### src/rtl/muldiv_pkg.sv
// muldiv_pkg: shared constants and state encoding for the RV32M multiply/divide unit
package muldiv_pkg;

    localparam int XLEN_DEF = 32;

    localparam logic [2:0] F3_MUL    = 3'b000;
    localparam logic [2:0] F3_MULH   = 3'b001;
    localparam logic [2:0] F3_MULHSU = 3'b010;
    localparam logic [2:0] F3_MULHU  = 3'b011;
    localparam logic [2:0] F3_DIV    = 3'b100;
    localparam logic [2:0] F3_DIVU   = 3'b101;
    localparam logic [2:0] F3_REM    = 3'b110;
    localparam logic [2:0] F3_REMU   = 3'b111;

    typedef enum logic [1:0] {
        ST_IDLE = 2'd0,
        ST_CALC = 2'd1,
        ST_FIN  = 2'd2
    } state_t;

endpackage

### src/rtl/muldiv_unit_cond_negate.sv
// cond_negate: two's-complement negate when neg is set, pass-through otherwise
module cond_negate #(
    parameter int W = 32
) (
    input  logic         neg,
    input  logic [W-1:0] in,
    output logic [W-1:0] out
);

    assign out = neg ? -in : in;

endmodule

### src/rtl/muldiv_unit.sv
// muldiv_unit: iterative RV32M multiply/divide, shift-add multiply and restoring divide
module muldiv_unit
    import muldiv_pkg::*;
#(
    parameter int XLEN      = XLEN_DEF,
    parameter bit EARLY_OUT = 1'b1
) (
    input  logic            clk,
    input  logic            reset,
    input  logic            start,
    input  logic [2:0]      funct3,
    input  logic [XLEN-1:0] data1,
    input  logic [XLEN-1:0] data2,
    input  logic            flush,
    output logic            busy,
    output logic            done,
    output logic [XLEN-1:0] result
);

    localparam int CW = $clog2(XLEN);

    state_t          state, state_nx;
    logic [2:0]      op;
    logic            s1, s2, dz;
    logic [XLEN-1:0] hi, lo, m;
    logic [CW-1:0]   cnt;

    logic            sgn1, sgn2, neg1, neg2, div0, ovf, early, accept, ge;
    logic [XLEN-1:0] a_abs, b_abs, hi_it, lo_it, quo, rem, res_nx;
    logic [XLEN:0]   mul_sum, shifted, diff;
    logic [2*XLEN-1:0] prod;

    // MULHSU treats rs2 as unsigned, so only rs1 gets a magnitude there
    assign sgn1   = funct3 == F3_MULH || funct3 == F3_MULHSU || funct3 == F3_DIV || funct3 == F3_REM;
    assign sgn2   = funct3 == F3_MULH || funct3 == F3_DIV || funct3 == F3_REM;
    assign neg1   = sgn1 & data1[XLEN-1];
    assign neg2   = sgn2 & data2[XLEN-1];
    assign div0   = funct3[2] && data2 == '0;
    assign ovf    = (funct3 == F3_DIV || funct3 == F3_REM) && data1 == {1'b1, {(XLEN-1){1'b0}}} && &data2;
    assign early  = EARLY_OUT && (div0 || ovf);
    assign accept = state == ST_IDLE && start && !flush;
    assign busy   = state != ST_IDLE;

    cond_negate #(.W(XLEN)) u_abs1 (.neg(neg1), .in(data1), .out(a_abs));
    cond_negate #(.W(XLEN)) u_abs2 (.neg(neg2), .in(data2), .out(b_abs));

    // one iteration step: mul adds the multiplicand then shifts the product right,
    // div shifts the remainder left and keeps the trial subtraction when non-negative
    assign mul_sum = {1'b0, hi} + (lo[0] ? {1'b0, m} : '0);
    assign shifted = {hi, lo[XLEN-1]};
    assign diff    = shifted - {1'b0, m};
    assign ge      = !diff[XLEN];
    assign hi_it   = op[2] ? (ge ? diff[XLEN-1:0] : shifted[XLEN-1:0]) : mul_sum[XLEN:1];
    assign lo_it   = op[2] ? {lo[XLEN-2:0], ge} : {mul_sum[0], lo[XLEN-1:1]};

    // sign fix: full-width product negate, quotient sign s1^s2, remainder follows dividend
    cond_negate #(.W(2*XLEN)) u_prod (.neg(s1 ^ s2), .in({hi, lo}), .out(prod));
    cond_negate #(.W(XLEN))   u_quo  (.neg(s1 ^ s2), .in(lo), .out(quo));
    cond_negate #(.W(XLEN))   u_rem  (.neg(s1), .in(hi), .out(rem));

    assign res_nx = op == F3_MUL ? prod[XLEN-1:0] :
                    !op[2]       ? prod[2*XLEN-1:XLEN] :
                    !op[1]       ? (dz ? '1 : quo) : rem;

    // next-state: flush always wins, special cases may skip straight to FIN
    always_comb begin
        state_nx = state;
        state_nx = flush              ? ST_IDLE :
                   state == ST_IDLE   ? (start ? (early ? ST_FIN : ST_CALC) : ST_IDLE) :
                   state == ST_CALC   ? (cnt == '0 ? ST_FIN : ST_CALC) : ST_IDLE;
    end

    // state register
    always_ff @(posedge clk or posedge reset) begin
        if (reset) state <= ST_IDLE;
        else       state <= state_nx;
    end

    // operand latch, iteration datapath and result/done registers
    always_ff @(posedge clk or posedge reset) begin
        if (reset) begin
            op     <= '0;
            s1     <= 1'b0;
            s2     <= 1'b0;
            dz     <= 1'b0;
            hi     <= '0;
            lo     <= '0;
            m      <= '0;
            cnt    <= '0;
            done   <= 1'b0;
            result <= '0;
        end else begin
            done <= state == ST_FIN && !flush;
            if (state == ST_FIN && !flush) result <= res_nx;
            if (accept) begin
                op  <= funct3;
                s1  <= neg1;
                s2  <= neg2;
                dz  <= div0;
                cnt <= CW'(XLEN - 1);
                m   <= funct3[2] ? b_abs : a_abs;
                lo  <= funct3[2] ? a_abs : b_abs;
                hi  <= (early && div0) ? a_abs : '0;
            end else if (state == ST_CALC) begin
                hi  <= hi_it;
                lo  <= lo_it;
                cnt <= cnt - CW'(1);
            end
        end
    end

endmodule
### config.mk
export PLATFORM = sky130hd
export DESIGN_NAME = muldiv_unit
export DESIGN_NICKNAME = d
export VERILOG_FILES = /design/src/rtl/muldiv_pkg.sv /design/src/rtl/muldiv_unit_cond_negate.sv /design/src/rtl/muldiv_unit.sv
export SDC_FILE = /design/constraint.sdc
export NUM_CORES = 1
export LEC_CHECK = 0
export CAP_MARGIN = 20
export CORE_MARGIN = 5
export CORE_UTILIZATION = 55
export CTS_CLUSTER_DIAMETER = 200
export DETAILED_ROUTE_END_ITERATION = 8
export GPL_TIMING_DRIVEN = 0
export PLACE_DENSITY = 0.75
export SETUP_SLACK_MARGIN = 0.15
export SLEW_MARGIN = 20
export SYNTH_ARGS = -nofsm -noshare
export SYNTH_HDL_FRONTEND = slang
export SYNTH_HIERARCHICAL = 1
export SYNTH_SLANG_ARGS = --single-unit
### constraint.sdc
create_clock -name clk -period 10.7 [get_ports clk]
set_clock_uncertainty 0.2 [all_clocks]
set_input_delay 1.07 -clock clk [delete_from_list [all_inputs] [get_ports clk]]
set_output_delay 1.07 -clock clk [all_outputs]
set_load 0.02 [all_outputs]
==> results.json, run 1 <==
{
  "cts_resized": 0,
  "die_h_um": 184.1,
  "finalSetupViolCount": 0,
  "reg2reg_from": "lo[0]",
  "crit_chain": "clkbuf_1 > and2_1 > ha_1 > fa_1 > a21oi_1 > o2bb2ai_1 > o41a_1 > a21oi_1 > o21ai_1 > a21bo_2 > a21oi_1 > xor2_1 > o211ai_1",
  "synth-edff-count": 0,
  "grt_max_degree": 104,
  "ff2ff_setup_slack_ns": 6.04,
  "tritoncts.num_buffers": 17,
  "ys_warn_count": 6,
  "ys_seq_area_share_pct": 21.32,
  "clk_latency_ns": 0.47,
  "antenna_found_initial": 0,
  "ir_drop_mv": 0.1736,
  "crit_start": "lo[0]",
  "cts_setup_buffers": 0,
  "r2r-end": "hi[27]",
  "cp.arrival_ns": 4.76,
  "synth_seq_cells": 142,
  "min_path_type": "flip-flop to flip-flop",
  "syn_area_sq_um": 16660,
  "grtUsageTotal_pct": 37.75,
  "endpoint": "hi[27]",
  "overflow": 0,
  "power.switching_mw": 2.795,
  "combPwrFrac_pct": 65.0,
  "pre_cts_slack_ns": 5.719,
  "netlist_instances": 2139,
  "placed_area_sq_um": 18220,
  "path_class": "flip-flop to flip-flop",
  "first_pass_iters": 7,
  "place.gp.congestion": 1.177,
  "die_w_um": 184.1,
  "finish.utilization_pct": 63.22,
  "maxCapViolations": 0,
  "tightest_slew_ns": 1.142,
  "fmax_mhz": 214.5,
  "end_kind": "flip-flop",
  "r2r_cells": 13,
  "grt_pass1_wl_mm": 99.91,
  "first_iter_violations": 2672,
  "drv_slew": 0,
  "postCtsHoldBufs": 0,
  "hpwlAfterDp_mm": 51.45,
  "areaGrowthSynthToFinish_pct": 13.05,
  "drt_wl_total_mm": 65.45,
  "p_leak_nw": 7.371,
  "drive_above_1_share_pct": 5.189,
  "fillers": 2678,
  "hold_start": "result[30]",
  "synth_cell_types": 85,
  "switching_share_pct": 54.02,
  "nNetsFinal": 2406,
  "die_area_sq_um": 33880,
  "cp_max_fo": 14,
  "intPower_mw": 2.378,
  "power_mw": 5.173,
  "instances_no_fill": 2664,
  "critPathLaunchType": "flip-flop",
  "tns_ns": 0,
  "relSlewSlack_pct": 23.14,
  "critPathSlowestCell": "dfrtp_1",
  "hold_violations": 0,
  "core_area_sq_um": 29800,
  "drc": 0,
  "postRouteAntennaNets": 0,
  "pwr-share-clk_pct": 12.1,
  "cts-htree-levels": 4,
  "avgSynthCellArea_sq_um": 7.790,
  "synth_flop_cell": "dfrtp_1",
  "fin_crit_sh_pct": 43.57,
  "cts_tree": "done",
  "wl_per_cell_um": 24.57,
  "max_stage_delay_ns": 0.64,
  "antenna_cells": 0,
  "seqPwrFrac_pct": 22.8,
  "vias": 18426,
  "whs_ns": 0.2794,
  "grt_pass1_vias": 17354,
  "root_buffer": "clkbuf_16",
  "initial_core_util_pct": 55.93,
  "cpMostUsedCell": "a21oi_1",
  "clock_sinks": 142,
  "synth_nets": 2283,
  "worst_slack_ns": 6.038,
  "status": "finished, final reports clean",
  "stdcell_area_sq_um": 18840,
  "period_needed_ns": 4.662,
  "place.port_buffers": 103,
  "rsz0062_at_grt": "false",
  "clk_pin_slew_worst_paths_ns": 0.07,
  "rows": 63,
  "p_per_area_nw_per_um2": 274.6,
  "async_flop_share_pct": 100.0,
  "cts.path.max_buffers": 2,
  "vias_per_cell": 6.917,
  "cp.required_ns": 10.79,
  "dp.cells": 2633,
  "io_pins": 105
}
-- area by class of cell --
class / count / area, sq um / area share, %
buffer: 135 / 593.1 / 3.148
clock buffer: 17 / 425.4 / 2.258
clock inverter: 14 / 177.7 / 0.9431
inverter: 69 / 266.5 / 1.415
multi-input combinational: 1793 / 12280 / 65.16
sequential: 142 / 3553 / 18.86
tap: 390 / 488.0 / 2.590
timing repair buffer: 104 / 1059 / 5.619
-- routing by layer --
| metal | up-vias | wire length [um] | global-route usage (%) |
|---|---|---|---|
| met2 | 1293 | 27160 | 55.45 |
| li1 | 8159 | - | - |
| met3 | 275 | 8547 | 11.42 |
| met1 | 8699 | 25530 | 49.90 |
| met4 | 0 | 4207 | 20.05 |
| met5 | - | 0 | 0 |
-- power groups by stage --
stage          Combinational (mW)  Sequential, mW  Clock, mW
3_3_place_gp                 3.16            1.14          0
4_1_cts                      3.25            1.14      0.630
2_1_floorplan                2.41           0.945          0
6_report                     3.36            1.18      0.628
3_5_place_dp                 3.23            1.15          0
5_1_grt                      3.62            1.18      0.653
-- cell families after synthesis --
| family | synth area share (%) |
|---|---|
| multiplexers | 8.387 |
| buffers and inverters | 5.113 |
| AND/OR/NAND/NOR | 22.14 |
| adder cells (fa/ha/maj) | 5.571 |
| AO/OA/AOI/OAI | 24.69 |
| flip-flops | 21.32 |
| XOR/XNOR | 12.77 |
-- flip-flops by register name, indices dropped and copies added (netlist names) --
| name | flops |
|---|---|
| done | 1 |
| state | 2 |
| s1 | 1 |
| s2 | 1 |
| hi | 32 |
| lo | 32 |
| m | 32 |
| dz | 1 |
| cnt | 5 |
| result | 32 |
| op | 3 |
-- Yosys cell counts (31+ instances only) --
library cell / n / share of area (%)
a21oi_1: 122 / 3.7
and2_1: 38 / 1.4
clkbuf_1: 104 / 2.3
dfrtp_1: 142 / 21
ha_1: 71 / 5.3
inv_1: 69 / 1.6
mux2i_1: 134 / 8.0
nand2_1: 233 / 5.2
nand3_1: 51 / 1.5
nand4_1: 31 / 1.2
nor2_1: 151 / 3.4
nor4_1: 35 / 1.3
o21ai_0: 190 / 5.7
o221ai_1: 36 / 1.9
o31ai_1: 56 / 2.5
o41ai_1: 52 / 2.7
xnor2_1: 213 / 11
-- critical path: cells and delay by family, from the launching register on --
family	cells	cell delay, ns
adders and majority gates	2	0.65
DFF	1	0.64
xor gates and xnor gates	1	0.15
and+or+nand+nor	1	0.25
AOI/OAI and AO/OA	8	2.21
buffers and inverters	1	0.37
-- layout by cell type, fill, tap and decap left out, types with 52 or more instances in the layout --
| master | n |
|---|---|
| clkdlybuf4s50_1 | 103 |
| inv_1 | 68 |
| o31ai_1 | 56 |
| nand2_1 | 233 |
| a21oi_1 | 122 |
| dfrtp_1 | 142 |
| xnor2_1 | 213 |
| mux2i_1 | 134 |
| nor2_1 | 151 |
| o41ai_1 | 52 |
| ha_1 | 71 |
| o21ai_0 | 190 |
| clkbuf_1 | 104 |
-- worst min-delay path by stage --
| stage | to | depth (start not counted) |
|---|---|---|
| 6_report | result[30] | 2 |
| 5_1_grt | result[6] | 2 |
| 4_1_cts | result[12] | 2 |
| 3_5_place_dp | result[12] | 2 |
| 3_3_place_gp | result[2] | 2 |
| 2_1_floorplan | op[0] | 2 |
No activity file was read; power rests on OpenSTA's default activity.
==> inputs of run 2 (changes only) <==
==> constraint.sdc (replaced) <==
create_clock -name clk -period 4.5 [get_ports clk]
set_clock_uncertainty 0.2 [all_clocks]
set_input_delay 0.45 -clock clk [delete_from_list [all_inputs] [get_ports clk]]
set_output_delay 0.45 -clock clk [all_outputs]
set_load 0.02 [all_outputs]
==> run 2 against run 1 <==
- via count down 0.59%
- sequential cell count unchanged
- non-clock buffer count up 7
- worst setup slack worse by 5.7 ns
- utilization up 0.51 points
- die area unchanged
- clock power rose to 2.5 times the previous value
- total power up 140%
- cell count up 0.30%
- sequential share of layout area down 0.14 points
- combinational power up 140%
- critical path type unchanged
- largest cell class unchanged
- highest routed layer is now met5
==> results.json, run 2 (synthesis results as in run 1) <==
{
  "grt_pass1_vias": 17282,
  "r2r_cells": 13,
  "cp.required_ns": 4.60,
  "tritoncts.num_buffers": 17,
  "r2r-end": "hi[27]",
  "postRouteAntennaNets": 0,
  "vias_per_cell": 6.855,
  "antenna_cells": 0,
  "power.switching_mw": 6.589,
  "grt_max_degree": 34,
  "endpoint": "hi[27]",
  "postCtsHoldBufs": 0,
  "p_leak_nw": 7.441,
  "tns_ns": 0,
  "cts_tree": "done",
  "clk_pin_slew_worst_paths_ns": 0.07,
  "intPower_mw": 5.727,
  "overflow": 0,
  "maxCapViolations": 0,
  "combPwrFrac_pct": 64.2,
  "finalSetupViolCount": 0,
  "cts-htree-levels": 4,
  "die_w_um": 184.1,
  "initial_core_util_pct": 55.93,
  "die_area_sq_um": 33880,
  "vias": 18317,
  "fin_crit_sh_pct": 93.47,
  "clock_sinks": 142,
  "drv_slew": 0,
  "hpwlAfterDp_mm": 53.03,
  "root_buffer": "clkbuf_16",
  "min_path_type": "input pin to asynchronous set/reset pin",
  "cp.arrival_ns": 4.31,
  "fmax_mhz": 237.7,
  "grtUsageTotal_pct": 38.44,
  "place.port_buffers": 103,
  "switching_share_pct": 53.50,
  "clk_latency_ns": 0.45,
  "mostFrequentLayoutCells": "nand2_1 (233), xnor2_1 (213), o21ai_0 (190)",
  "drt_wl_total_mm": 66.60,
  "place.gp.congestion": 1.135,
  "reg2reg_from": "lo[0]",
  "grt_pass1_wl_mm": 101.3,
  "end_kind": "flip-flop",
  "die_h_um": 184.1,
  "areaGrowthSynthToFinish_pct": 13.97,
  "rsz0062_at_grt": "false",
  "hold_violations": 0,
  "cts.path.max_buffers": 2,
  "finish.utilization_pct": 63.74,
  "drc": 0,
  "p_per_area_nw_per_um2": 648.5,
  "tightest_slew_ns": 1.182,
  "first_iter_violations": 2721,
  "io_pins": 105,
  "core_area_sq_um": 29800,
  "relSlewSlack_pct": 20.48,
  "layout_commonest_cell": "nand2_1",
  "pwr-share-clk_pct": 12.8,
  "critPathLaunchType": "flip-flop",
  "antenna_found_initial": 1,
  "rows": 63,
  "period_needed_ns": 4.206,
  "first_pass_iters": 7,
  "ff2ff_setup_slack_ns": 0.29,
  "nNetsFinal": 2413,
  "cp_max_fo": 14,
  "crit_start": "lo[0]",
  "seqPwrFrac_pct": 23.0,
  "power_mw": 12.32,
  "ir_drop_mv": 0.4286,
  "status": "finished, final reports clean",
  "wl_per_cell_um": 24.93,
  "path_class": "flip-flop to flip-flop",
  "drive_above_1_share_pct": 5.741
}
## run 2: timing repair
action,CTS,global route
buffers inserted,0,3
gates resized for setup,1,3
hold endpoints to repair,0,0
setup endpoints to repair,1,8
## run 2: how the worst min path moves through the flow
stage / startpoint / endpoint / slack [ns] / cells after the start
floorplan: op[0] / op[0] / 0.25 / 2
global placement: result[3] / result[3] / 0.26 / 2
detailed placement: result[19] / result[19] / 0.27 / 2
CTS: reset / hi[11] / 0.07 / 2
global route: reset / hi[11] / 0.08 / 2
finish: reset / hi[11] / 0.07 / 2
## run 2: routing by layer
metal | up-vias | track usage, % | wire length [um]
met5 | - | 0 | 13
met3 | 239 | 8.924 | 8064
li1 | 8172 | - | -
met1 | 8674 | 52.06 | 26440
met4 | 2 | 18.49 | 3978
met2 | 1230 | 57.96 | 28100
## run 2: area by class of cell
| cell class | count | area, sq um |
|---|---|---|
| Fill cell | 2688 | 10810 |
| Clock buffer | 17 | 425.4 |
| Tap cell | 390 | 488.0 |
| Timing Repair Buffer | 111 | 1169 |
| Clock inverter | 15 | 197.7 |
| Buffer | 135 | 593.1 |
| Inverter | 69 | 262.8 |
| Sequential cell | 142 | 3556 |
| Multi-Input combinational cell | 1793 | 12300 |
## run 2: metrics by stage
stage	instance area [sq um]	hold slack, ns	instances	setup WS, ns
floorplan	16670	0.2471	2139	1.108
global placement	18190	0.2639	2632	0.1594
detailed placement	18310	0.2711	2637	0.1091
CTS	18930	0.06756	2669	0.2431
global route	18990	0.07560	2672	0.2143
finish	18990	0.06585	2672	0.2937
## run 2: power by group through the flow
stage	Clock, mW	Combinational, mW	Sequential (mW)
6_report	1.58	7.91	2.83
4_1_cts	1.57	7.67	2.72
3_3_place_gp	0	7.49	2.73
3_5_place_dp	0	7.62	2.74
2_1_floorplan	0	5.74	2.25
5_1_grt	1.63	8.55	2.83
## run 2: worst max-delay path, stage by stage, from the launching register on
cell and delay [ns]:
dfrtp_2 0.55, clkbuf_1 0.30, and2_1 0.24, ha_1 0.22, fa_1 0.42, a21oi_1 0.33
o2bb2ai_1 0.21, o41a_1 0.47, a21oi_4 0.28, o21ai_1 0.17, a21bo_2 0.22, a21oi_1 0.17
xor2_1 0.16, o211ai_1 0.10
